--- config.mk ---
export PLATFORM = sky130hd
export DESIGN_NAME = counter_0_to_9
export DESIGN_NICKNAME = d
export VERILOG_FILES = /design/src/rtl/counter_pkg.sv /design/src/rtl/counter_0_to_9.sv
export SDC_FILE = /design/constraint.sdc
export NUM_CORES = 1
export LEC_CHECK = 0
export ABC_AREA = 1
export CORE_AREA = 2 2 39 41
export CTS_CLUSTER_DIAMETER = 60
export DETAILED_ROUTE_END_ITERATION = 10
export DIE_AREA = 0 0 41 43
export SLEW_MARGIN = 0
export SYNTH_ARGS = -nofsm -noshare
export SYNTH_HDL_FRONTEND = slang
export SYNTH_SLANG_ARGS = --single-unit
--- constraint.sdc ---
create_clock -name clk -period 1.2 [get_ports clk]
set_input_delay 0.3 -clock clk [delete_from_list [all_inputs] [get_ports clk]]
set_output_delay 0.3 -clock clk [all_outputs]
set_load 0.02 [all_outputs]
--- src/rtl/counter_pkg.sv ---
// Shared constants and count type for the decimal digit counter.
package counter_pkg;

  localparam int unsigned COUNT_WIDTH = 4;
  localparam int unsigned COUNT_MAX   = 9;

  typedef logic [COUNT_WIDTH-1:0] count_t;

endpackage : counter_pkg

--- src/rtl/counter_0_to_9.sv ---
// Mod-(MAX_VAL+1) up-counter with count enable and asynchronous active-high reset.
// Define COUNTER_0_TO_9_SVA_EN to compile the embedded concurrent assertions.
//
// Handshake: en acts as a one-cycle "advance" strobe with no back-pressure;
// each rising clk edge that samples en=1 moves cnt one step, visible after that edge.
module counter_0_to_9
  import counter_pkg::*;
#(
  parameter int unsigned WIDTH   = COUNT_WIDTH,
  parameter int unsigned MAX_VAL = COUNT_MAX
) (
  input  logic             clk,
  input  logic             rst,
  input  logic             en,
  output logic [WIDTH-1:0] cnt
);

  localparam logic [WIDTH-1:0] MAX_V = WIDTH'(MAX_VAL);
  localparam logic [WIDTH-1:0] ONE_V = WIDTH'(1);

  logic [WIDTH-1:0] cnt_next;

  // Any value at or above the terminal count (including upset states) wraps to zero.
  always_comb begin
    cnt_next = cnt;
    if (en) begin
      if (cnt >= MAX_V) begin
        cnt_next = '0;
      end else begin
        cnt_next = cnt + ONE_V;
      end
    end
  end

  always_ff @(posedge clk or posedge rst) begin
    if (rst) begin
      cnt <= '0;
    end else begin
      cnt <= cnt_next;
    end
  end

`ifdef COUNTER_0_TO_9_SVA_EN
  a_cnt_range: assert property (@(posedge clk) disable iff (rst) cnt <= MAX_V)
    else $error("[%0t] cnt out of range: cnt=%0d", $time, cnt);

  a_hold: assert property (@(posedge clk) disable iff (rst) !en |=> cnt == $past(cnt))
    else $error("[%0t] cnt changed while en low: cnt=%0d", $time, cnt);

  a_wrap: assert property (@(posedge clk) disable iff (rst) (en && cnt == MAX_V) |=> cnt == '0)
    else $error("[%0t] cnt did not wrap to 0: cnt=%0d", $time, cnt);

  a_incr: assert property (@(posedge clk) disable iff (rst)
                           (en && cnt < MAX_V) |=> cnt == $past(cnt) + ONE_V)
    else $error("[%0t] cnt did not increment: cnt=%0d", $time, cnt);
`endif

endmodule : counter_0_to_9

Yosys cells after proc, flatten, opt, wreduce, memory -nomap -nowiden

Cells that the tools add are included.
Widths: inputs -> output; s select.

Logic and storage cells: 4
Bits in read-only memories: 0
Memory bits (writable): 0
Register bits: 4
Memories: 0
Bits of input ports: 3
Output and inout port bits: 4
Latch bits: 0

Eq/ne operators: 0
Mux-type cells: 1
Div/mod/pow operators: 0
Reductions and logical operators: 0
Multipliers: 0
Magnitude comparators: 1
Shifts and indexed selects: 0
Add/subtract/negate cells: 1
Bitwise logic cells: 0

Operators with widths:

| cell                | number |
|---|---|
| $add 4x1->4 const B | 1 |
| $ge 4x4->1 const B  | 1 |
| $mux 4              | 1 |

Depth between registers and ports, before layout

Word-level depth: 2
Depth in mapped cells: 7
Depth with buffers taken out: 7

Least setup slack after synthesis

Ideal clock, no wire load.

Path type: register to register
From: register cnt[0]
To: register cnt[1]
Arrival: 1.041 ns
Required time: 1.083 ns
Library setup time: 0.117 ns
Stages on the path, launching flop included: 7
Path buffers: 0
Path slack: 0.042 ns
Period minus slack after synthesis: 1.158 ns
Path through: dfrtp_1 > inv_1 > ha_1 > nand2_1 > inv_1 > nand2_1 > nand2_1

Longest elaborated chain between the ends: 2
Elaborated cells on any way between the ends: 3
Those cells by class: add/sub: 1; order compare: 1; mux: 1

Ends and longest elaborated chain:

| what                                             | line                                       | source |
|---|---|---|
| start: declaration                               | counter_0_to_9.sv:15                       | `output logic [WIDTH-1:0] cnt` |
| start signal: assignment                         | counter_0_to_9.sv:39                       | `cnt <= cnt_next;` |
| $add 4x1->4 / $ge 4x4->1 (equally long branches) | counter_0_to_9.sv:30, counter_0_to_9.sv:27 |  |
| $mux 4 *                                         | counter_0_to_9.sv:27                       | `if (cnt >= MAX_V) begin` |

Every way passes the cells marked *; elsewhere a longest branch is shown, timed or not.
A chain may end at the register's enable or synchronous reset.

Worst setup path in the final report

From: register cnt[3]
To: output cnt[3]

No word-level cell between the ends.

==> impl_metrics.toml <==
[run_status]
outcome = "finished clean"

[die]
initial_core_util = 0.1844
core_area_um2 = 1384
die_h_um = 43
fp.dieW_um = 41
design.portCount = 7
die-area_um2 = 1763
fp-row-count = 14

[power_and_ir_drop]
power_density_nw_per_um2 = 2470
p_leak_nw = 0.2266
ir_drop_uv = 564.0

[critical_path]
reg2regPathDepth = 8
crit_family = "flip-flops"
worstPathCellList = "clkdlybuf4s15_2"
critical_path.slowest_cell = "dfrtp_1"
worstPathMaxFanout = 3
critPathKind = "reg2out"
cp.required_ps = 900
crit_buf_inv = 1
max_stage_delay_ps = 370
startpoint = "cnt[3]$_DFFE_PP0P_"
arrival_ps = 850
startpoint_type = "flop"
regToRegSetupSlack_ps = 80
reg2reg_to = "cnt[3]$_DFFE_PP0P_"
r2r-start = "cnt[1]$_DFFE_PP0P_"
end_kind = "output pin"

[timing]
finalClockSkew_ps = 0.1187
setup_viol = 0
max_freq_mhz = 867.5
min_period_ps = 1153
finalHoldViolCount = 0
rsz0062_at_grt = "yes"
slew_violations = 0
slew_headroom = 0.8461
tightest_slew_ps = 230.1
post-route-period-util = 0.9606

[route]
wl_per_cell_um = 7.875
route.vias.total = 256
first_pass_iters = 4
postRouteAntennaNets = 0
wl_um = 504
drcViolationCount = 0
viasPerCell = 4.000
drt_iter0_drc = 6

[logic_synthesis]
synth-async-reset-ratio = 1.000
yosys_register_bits = 4
synthTopCellsByArea = "dfrtp_1, nand2_1, ha_1, inv_1, o21bai_2"
synth_cell_types = 8
synth_most_common_cell = "nand2_1"
synth_nets = 41
syn-cell-area_um2 = 255.2
synth_warnings = 0
synth_commonest_cells = "nand2_1, inv_1, dfrtp_1"
syn_avg_cell_area_um2 = 7.293
synth_area_leader_cell = "dfrtp_1"
yosysSeqAreaShare = 0.3922
synth_edf_count = 0
synth_flop_cell = "dfrtp_1"
yosysTopAreaCellShare = 0.3922
synth_cells = 35

[layout]
largest_register_ff_count = 4
top_register = "cnt"
final_nets = 56
drive_gt1_frac = 0.3750
layout.cells.non_filler = 64
fillers = 160
n_antenna_cell = 0
area_growth_pct = 55.39
fin_util = 0.2866
top_regs = "cnt: 4 flops"

[placed_design]
gp_congestion = 0.6686
portBuffers = 6
dp_cells = 60
post-dp-hpwl_um = 402.7

[clock_network]
htree_levels = 1
clk_pin_slew_worst_paths_ps = 30
cts_inserted_buffers = 3
cts_max_path_buffers = 2
clock_latency_ps = 230
cts_tree = "yes"
ctsRootBufferMaster = "clkbuf_4"
clock_sinks = 4

[global_route]
grt_pass1_vias = 209
track_usage = 0.07746
grt_start_max_net_pins = 7
gr-total-overflow = 0
antenna_found_initial = 0
grt_pass1_wl_um = 800

[run]
drv_cap = 0

[worst_hold_path]
min_path_type = "in2async"
how the worst max path moves through the flow:
stage	end	slack, ps	cells past startpoint
2_1_floorplan	cnt[1]$_DFFE_PP0P_	40	6
3_3_place_gp	cnt[2]$_DFFE_PP0P_	-70	6
3_5_place_dp	cnt[2]$_DFFE_PP0P_	-90	6
4_1_cts	cnt[2]	1	1
5_1_grt	cnt[3]$_DFFE_PP0P_	-10	8
6_report	cnt[3]	50	1
layout by cell type, fill, tap and decap left out, types with 2 or more instances in the layout:
master	n
ha_1	2
buf_6	2
buf_4	2
nand2_2	2
clkbuf_2	3
clkbuf_4	3
nand2_1	14
inv_1	6
clkdlybuf4s50_1	2
dfrtp_1	4
what timing repair did:
item	4_1_cts	5_1_grt
pin swaps	0	2
buffers inserted	0	1
endpoints found under the setup margin	4	8
gates resized for setup	9	11
hold buffers	0	0
per-layer routing:
layer,vias up,GRT usage,routed length (um)
li1,130,-,-
met1,120,0.07767,218
met2,6,0.09063,235
met3,0,0.07853,50
met4,0,0.06000,0
met5,-,0,0
power breakdown:
part           switching, mW  leakage (nW)  internal [mW]  total [mW]
registers             0.0360        0.0504          0.195       0.231
clock network         0.0460        0.0138          0.111       0.157
logic                  0.324         0.162          0.268       0.591
total                  0.406         0.227          0.574       0.980
stage by stage:
step / hold WS [ps] / setup slack [ps] / total power [mW] / area, um2 / TNS, ps
2_1_floorplan: 66.08 / 42.30 / 0.5383 / 255.2 / 0
3_3_place_gp: 502.0 / -74.16 / 0.7835 / 357.8 / -283.2
3_5_place_dp: 504.3 / -85.93 / 0.7915 / 357.8 / -340.9
4_1_cts: 255.5 / 1.067 / 0.9324 / 381.6 / 0
5_1_grt: 262.9 / -14.93 / 1.080 / 396.6 / -24.12
6_report: 260.8 / 47.29 / 0.9795 / 396.6 / 0
cells by family (layout without fill, tap and decap cells):
family | after synthesis | count (layout) | synth area share
AOI/OAI and AO/OA | 1 | 1 | 0.04411
adders and majority gates | 3 | 3 | 0.1471
buffers and inverters | 7 | 20 | 0.1030
DFF | 4 | 4 | 0.3922
and+or+nand+nor | 20 | 20 | 0.3137
area by class of cell:
type	count	area (um2)	share of cell area
flip-flops and latches	4	100.1	0.2524
inverters	7	26.28	0.06625
multi-input cells	24	143.9	0.3628
clock buffers	3	22.52	0.05678
well taps	16	20.02	0.05047
repair buffers	10	83.83	0.2114
Note: power is estimated with default switching activity, not from simulation.
